===== config.mk =====
export PLATFORM = sky130hd
export DESIGN_NAME = txdata_axis_tx
export DESIGN_NICKNAME = d
export VERILOG_FILES = /design/src/rtl/txaxis_pkg.sv /design/src/rtl/txaxis_skid2.sv /design/src/rtl/txdata_axis_tx.sv
export SDC_FILE = /design/constraint.sdc
export NUM_CORES = 2
export LEC_CHECK = 0
export ABC_CLOCK_PERIOD_IN_PS = 10140
export CAP_MARGIN = 20
export CORE_MARGIN = 1
export CORE_UTILIZATION = 50
export CTS_CLUSTER_SIZE = 14
export DETAILED_ROUTE_END_ITERATION = 10
export PLACE_DENSITY = 0.84
export SYNTH_ARGS = -nofsm -noshare
export SYNTH_HDL_FRONTEND = slang
export SYNTH_HIERARCHICAL = 1
export SYNTH_SLANG_ARGS = --single-unit

===== constraint.sdc =====
create_clock -name rdclk -period 10.14 [get_ports rdclk]
set_input_delay 1.521 -clock rdclk [delete_from_list [all_inputs] [get_ports rdclk]]
set_output_delay 1.521 -clock rdclk [all_outputs]
set_load 0.05 [all_outputs]

===== src/rtl/txaxis_pkg.sv =====
// txaxis_pkg: shared widths, FSM states and tkeep helper for the TX AXIS drain stage
package txaxis_pkg;
    localparam int WIDTH = 256;
    localparam int KEEPW = 32;
    localparam int LENW  = 16;
    typedef enum logic [1:0] {IDLE, LEN_WAIT, STREAM} state_t;
    function automatic logic [31:0] keep_from_len(input logic [4:0] len);
        return (len == 5'd0) ? 32'hFFFF_FFFF : (32'd1 << len) - 32'd1;
    endfunction
endpackage


===== src/rtl/txaxis_skid2.sv =====
// txaxis_skid2: two-entry buffer whose registered head drives the stream outputs
module txaxis_skid2 #(
    parameter int W = 289
) (
    input  logic         clk,
    input  logic         rst,
    input  logic         push,
    input  logic         pop,
    input  logic [W-1:0] din,
    output logic [W-1:0] head,
    output logic [1:0]   occ
);
    logic [W-1:0] ent1;
    // head takes the incoming word when it would be the oldest; otherwise it advances from ent1
    always_ff @(posedge clk) begin
        if (rst) begin
            head <= '0;
            ent1 <= '0;
            occ  <= '0;
        end else begin
            occ <= occ + {1'b0, push} - {1'b0, pop};
            if (push && (occ == 2'd0 || (pop && occ == 2'd1)))
                head <= din;
            else if (pop && occ == 2'd2)
                head <= ent1;
            if (push && (pop ? occ == 2'd2 : occ == 2'd1))
                ent1 <= din;
        end
    end
endmodule


===== src/rtl/txdata_axis_tx.sv =====
// txdata_axis_tx: drains length-framed packets from the TX data FIFO onto an AXI4-Stream master
module txdata_axis_tx #(
    parameter int WIDTH = txaxis_pkg::WIDTH,
    parameter int KEEPW = txaxis_pkg::KEEPW,
    parameter int LENW  = txaxis_pkg::LENW,
    parameter int PTR   = 10
) (
    input  logic             rdclk,
    input  logic             reset,
    input  logic             len_rdempty,
    output logic             len_rden,
    input  logic [LENW-1:0]  len_dataout,
    input  logic             fifo_rdempty,
    input  logic [PTR:0]     fifo_rdusedw,
    output logic             fifo_rden,
    input  logic [WIDTH-1:0] fifo_dataout,
    output logic [WIDTH-1:0] m_axis_tdata,
    output logic [KEEPW-1:0] m_axis_tkeep,
    output logic             m_axis_tlast,
    output logic             m_axis_tvalid,
    input  logic             m_axis_tready,
    output logic             dbg
);
    import txaxis_pkg::*;
    state_t state, nstate;
    logic [11:0] reads_left, outs_left, beats;
    logic [KEEPW-1:0] last_keep;
    logic [LENW:0] len_round;
    logic inflight, inflight_last, pop;
    logic [1:0] occ;
    logic [WIDTH+KEEPW:0] head, din;
    logic unused_rdusedw;
    assign unused_rdusedw = ^fifo_rdusedw;
    assign len_round = {1'b0, len_dataout} + (LENW+1)'(31);
    assign beats = 12'(len_round >> 5);
    assign din = {fifo_dataout, inflight_last ? last_keep : {KEEPW{1'b1}}, inflight_last};
    assign m_axis_tvalid = occ != 2'd0;
    assign pop = m_axis_tvalid & m_axis_tready;
    assign m_axis_tdata = head[WIDTH+KEEPW:KEEPW+1];
    assign m_axis_tkeep = head[KEEPW:1];
    assign m_axis_tlast = head[0] & m_axis_tvalid;
    // state register
    always_ff @(posedge rdclk) begin
        state <= reset ? IDLE : nstate;
    end
    // next state: a packet ends the cycle its tlast beat is accepted
    always_comb begin
        nstate = state == IDLE     ? (len_rdempty ? IDLE : LEN_WAIT)
               : state == LEN_WAIT ? (len_dataout == '0 ? IDLE : STREAM)
               : (pop && outs_left == 12'd1) ? IDLE : STREAM;
    end
    // FIFO pops; data reads are throttled so buffered plus in-flight words never exceed two
    always_comb begin
        len_rden  = !reset && state == IDLE && !len_rdempty;
        fifo_rden = !reset && state == STREAM && reads_left != 12'd0 && !fifo_rdempty &&
                    (({1'b0, occ} + {2'b0, inflight} - {2'b0, pop}) < 3'd2);
        dbg       = state == STREAM;
    end
    // beat counters, final-beat keep and the one-cycle read-latency tracker
    always_ff @(posedge rdclk) begin
        if (reset) begin
            reads_left    <= '0;
            outs_left     <= '0;
            last_keep     <= '0;
            inflight      <= 1'b0;
            inflight_last <= 1'b0;
        end else begin
            inflight      <= fifo_rden;
            inflight_last <= fifo_rden && reads_left == 12'd1;
            if (state == LEN_WAIT) begin
                reads_left <= beats;
                outs_left  <= beats;
                last_keep  <= KEEPW'(keep_from_len(len_dataout[4:0]));
            end else begin
                if (fifo_rden) reads_left <= reads_left - 12'd1;
                if (pop) outs_left <= outs_left - 12'd1;
            end
        end
    end
    txaxis_skid2 #(.W(WIDTH+KEEPW+1)) u_buf (
        .clk  (rdclk),
        .rst  (reset),
        .push (inflight),
        .pop  (pop),
        .din  (din),
        .head (head),
        .occ  (occ)
    );
endmodule


=== Yosys cells after proc, flatten, opt, wreduce, memory -nomap -nowiden ===
Index checks and enable logic that the tools add are counted.

* Register bits after elaboration: 640
* Logic and storage cells: 66

* $add $sub $neg: 8
* Magnitude comparators: 1
* Eq/ne operators: 6
* Shifts and indexed selects: 1
* Mux-type cells: 14
* Bitwise operators: 2
* Reduce and logical (&&, ||, !) cells: 25

{| class="wikitable"
|+ Operators by type and width
! kind !! number
|-
| $mux W289 || 2
|-
| $mux W32 || 2
|-
| $mux W12 || 4
|-
| $shl A1 B5 Y32 const A || 1
|-
| $sub A32 B1 Y32 const B || 1
|-
| $eq A12 B1 Y1 const B || 2
|-
| $sub A12 B1 Y12 const B || 2
|-
| $add A16 B5 Y17 const B || 1
|-
| $logic_not A16 Y1 || 1
|-
| $logic_and A1 B1 Y1 || 12
|-
| $reduce_bool A12 Y1 || 1
|-
| $mux W2 || 4
|-
| $reduce_bool A2 Y1 || 4
|-
| $logic_not A5 Y1 || 1
|-
| $eq A2 B1 Y1 const B || 2
|-
| $eq A2 B2 Y1 const B || 2
|-
| $logic_not A2 Y1 || 2
|-
| $add A2 B1 Y3 || 1
|-
| $logic_not A1 Y1 || 3
|-
| $lt A3 B2 Y1 const B || 1
|-
| $sub A3 B1 Y3 || 1
|-
| $add A2 B1 Y2 || 1
|-
| $and A1 B1 Y1 || 2
|-
| $mux W1 || 2
|-
| 2 further kinds || 2
|}

=== Logic depth before layout (Yosys ltp) ===
* Word-level depth: 7
* Gate-level depth with buffers: 12
* Gate-level depth less buffers: 10

=== Hierarchy ===
Netlist, hierarchy kept.

{| class="wikitable"
|+ By module, submodules not included
! module !! instances !! cells each !! area each (um2) !! sequential area each (um2)
|-
| txaxis_skid2 || 1 || 2942 || 26654.3 || 11611.1
|-
| txdata_axis_tx || 1 || 467 || 3627.2 || 1201.2
|}

=== Worst setup path before layout ===
No wires, ideal clock.

* Kind: in2out
* From: input m_axis_tready
* To: output fifo_rden
* Arrival: 3843 ps
* Data required time: 8619 ps
* Slack: 4776 ps
* Stages on the path: 10
* Cell sequence: o21a_1 > buf_1 > ha_1 > nand2b_1 > fa_1 > nor3b_1 > and3_1 > buf_4 > nand2_1 > inv_2

* Longest elaborated chain between the ends: 4

{| class="wikitable"
|+ Ends and longest elaborated chain
! item !! line !! source
|-
| start, declared || txdata_axis_tx.sv:21 || <nowiki>input logic m_axis_tready,</nowiki>
|-
| $and A1 B1 Y1 || txdata_axis_tx.sv:38 || <nowiki>assign pop = m_axis_tvalid & m_axis_tready;</nowiki>
|-
| via pop || txdata_axis_tx.sv:29 || <nowiki>logic inflight, inflight_last, pop;</nowiki>
|-
| $sub A3 B1 Y3 || txdata_axis_tx.sv:56 || <nowiki>(({1'b0, occ} + {2'b0, inflight} - {2'b0, pop}) < 3'd2);</nowiki>
|-
| $lt A3 B2 Y1 || txdata_axis_tx.sv:56 ||
|-
| $logic_and A1 B1 Y1 || txdata_axis_tx.sv:55 || <nowiki>fifo_rden = !reset && state == STREAM && reads_left != 12'd0 && !fifo_rdempty &&</nowiki>
|-
| end, declared || txdata_axis_tx.sv:15 || <nowiki>output logic fifo_rden,</nowiki>
|}

The timed path passes the listed nets, and every way through them passes these cells.

=== Worst setup path in the final report ===
* From: input m_axis_tready
* To: output fifo_rden

* Longest elaborated chain between the ends: 4

{| class="wikitable"
|+ Ends and longest elaborated chain
! item !! line
|-
| $and A1 B1 Y1 || txdata_axis_tx.sv:38
|-
| $sub A3 B1 Y3 || txdata_axis_tx.sv:56
|-
| $lt A3 B2 Y1 || txdata_axis_tx.sv:56
|-
| $logic_and A1 B1 Y1 || txdata_axis_tx.sv:55
|}

Every way passes these cells.

==> metrics.txt <==
Largest stage delay, worst path 0.83 ns; via count 26900; fin crit share 0.684; die height 248 um; Ys Warns 6; Slew Limit Fails 0; sequential fraction of design power 0.394; utilization after layout 0.637; FILL cells 4827; sequential fraction of the synthesis area 0.423; area leader, netlist dfxtp_1; largest cells by area after synthesis dfxtp_1 (42%), nand2b_1 (13%), mux2i_1 (9.6%); Core Region 59500 sq um; Avg Cell Area, Syn 8.88 sq um; chip width 248 um; Slew HR 0.172; hold path start last_keep[6]; DRT Pass-1 Iters 6; Final Hold Viols 0; final WL 89.9 mm; boundary pin count 581; Switch Pwr 2.29 mW; CTS HTree Levels 3; CTS Hold Bufs 0; post-route total power 6.96 mW; Root Buffer clkbuf_16; starting density of the core 0.509; GRT Overall Usage 0.274; CTS clock-pin slew for the worst setup and hold paths 0.05 ns; status finished, final reports clean; asr flop ratio synth 0; Crit Reg-Reg Startpoint u_buf/occ[1]; cell area after synthesis 30300 sq um; WHS 0.454 ns; post-CTS setup buffers 0; Pwr Density 184 nW/um^2; Syn Nets 3706; Power Internal 4.67 mW; critical path peak fanout 20; CP max-delay cell clkdlybuf4s50_1; final worst-path setup slack 3.21 ns; Detail Route Antenna Nets 0; Remaining DRCs 0; top post-synthesis cells by count dfxtp_1 (640), nand2b_1 (617), inv_1 (302), nand3_1 (302); vias in the first global route 25200; Final min period 6.93 ns; reg-to-reg endpoint u_buf/head[152]; TNS Setup 0 ns; Final GP Congestion 0.879; EDFF count, synth 0; row count 89; clock power share 0.358; PortBufs 569; fmax 0.144 GHz; Worst setup SP type input pin; most common flop cell mapped by yosys dfxtp_1; drt wl/cell 19.7 um; CP dominant cell by count clkdlybuf4s50_1; worst path bufs/invs 3; Post-Place Worst Slack 3.25 ns; Final Setup Violations 0; Leakage 12.5 nW; FF-to-FF setup slack 5.49 ns; Vias/cell 5.90; deepest clock path buffer count 3; Peak VDD IR 0.121 mV; critical path's top delay family buffers and inverters; initial antenna violation count 14; CP endpoint kind primary output; hold endpoint last_keep[6]; post_cts resized 0; Final nets 4019; RSZ-0062 raised after global routing no; critical path arrival 5.41 ns; # clock sinks 640; largest net degree at the start of global routing 286; worst path required time 8.62 ns; Cells after Synth 3409; Tightest Hold Check Type register to register; CTS tree done; most numerous cell in the Yosys netlist dfxtp_1; Yosys top cell area share 0.423; Net Sw Frac 0.329; total gr overflow 0; CTS buffer count 70; die area 61600 sq um; global-route wire length before repair 138 mm; Crit Path Category input pin to primary output; worst path cell trace clkdlybuf4s50_1 > o21a_1 > ha_1 > nand2b_1 > fa_1 > nor3b_1 > and3_1 > nand2_1 > inv_2 > clkdlybuf4s50_1; Synth cell types 67; dpl hpwl 53.2 mm; hold depth 2; synthesis-to-layout area growth 25.1%; # Max-Cap Violations 0; cells on worst reg2reg path 6; Fin Clk Skew 0.0271 ns; Seq cells post-synth 640; Starting DRT DRC Count 2443; layout cell share with drive strength beyond 1 0.0400; combinational power share 0.247; Slew @ Worst Pin 1.24 ns; Worst-Skew Late Latency 0.61 ns
-- worst max path at each step --
stage                       start   endpoint  slack [ns]  cells past startpoint
finish              m_axis_tready  fifo_rden        3.21                     10
global route        m_axis_tready  fifo_rden        3.02                     10
CTS                 m_axis_tready  fifo_rden        3.23                     10
detailed placement  m_axis_tready  fifo_rden        3.25                     10
global placement    m_axis_tready  fifo_rden        3.25                     10
floorplan           m_axis_tready  fifo_rden        4.78                     10
-- cell type report --
| type | count | area [sq um] | share of cell area |
|---|---|---|---|
| Timing Repair Buffer | 600 | 6030 | 0.159 |
| Multi-Input combinational cell | 2107 | 14700 | 0.388 |
| Inverter | 303 | 1140 | 0.0300 |
| Tap cell | 773 | 967 | 0.0255 |
| Clock buffer | 111 | 2100 | 0.0554 |
| Antenna cell | 13 | 32.5 | 0.000859 |
| Clock inverter | 14 | 126 | 0.00334 |
| Sequential cell | 640 | 12800 | 0.338 |
-- power by group through the flow --
| stage | Clock (mW) | Combinational, mW | Sequential, mW |
|---|---|---|---|
| final | 2.49 | 1.72 | 2.74 |
| after global routing | 2.63 | 1.81 | 2.76 |
| after CTS | 2.53 | 1.70 | 2.74 |
| after detailed placement | 0 | 1.69 | 2.80 |
| after global placement | 0 | 1.68 | 2.79 |
| after floorplan | 0 | 0.779 | 3.14 |
-- stage by stage --
stage | cells | cell area, sq um
finish | 4561 | 37900
CTS | 4547 | 37800
detailed placement | 4422 | 35600
global placement | 4422 | 35600
floorplan | 3409 | 30300
global route | 4556 | 37900
-- per-layer routing --
layer	wire length, um	GRT usage	vias up
li1	-	-	12800
met1	37200	0.353	12900
met2	41000	0.425	1051
met3	7220	0.0644	232
met4	4370	0.145	10
met5	82	0	-
-- sequential cells by signal (all words and copies together), names as in the netlist, 2 cells and up --
name and flops:
last_keep 32, outs_left 12, reads_left 12, state 2, u_buf/ent1 289, u_buf/head 289
u_buf/occ 2
-- worst min-delay path: cells and delay by family (launching register included) --
family / cells / cell delay (ns)
AOI/OAI and AO/OA: 1 / 0.05
DFF: 1 / 0.30
and+or+nand+nor: 1 / 0.05
-- kinds of logic (layout without fill, tap and decap cells) --
logic type | Yosys count | after routing | share of synthesized area
AO/OA/AOI/OAI | 714 | 714 | 0.173
XOR/XNOR | 22 | 22 | 0.00636
adder cells (fa/ha/maj) | 9 | 9 | 0.00397
buffers and inverters | 662 | 1028 | 0.0937
flip-flops | 640 | 640 | 0.423
multiplexers | 291 | 291 | 0.0962
other | 0 | 13 | 0
AND/OR/NAND/NOR | 1071 | 1071 | 0.203
-- cell usage in the layout (no fill, tap or decap), types with 11 or more instances in the layout --
cell and instances:
a211oi_1 11, a21oi_1 27, a221oi_1 289, a31oi_1 20
buf_4 24, clkbuf_1 24, clkbuf_16 72, clkbuf_8 15
clkdlybuf4s50_1 568, dfxtp_1 640, diode_2 13, inv_1 302
mux2i_1 291, nand2_1 31, nand2b_1 615, nand3_1 302
nor2_1 44, nor3_1 19, o21ai_0 35, o22ai_1 291
xnor2_1 14
Note: power is estimated with default switching activity, not from simulation.
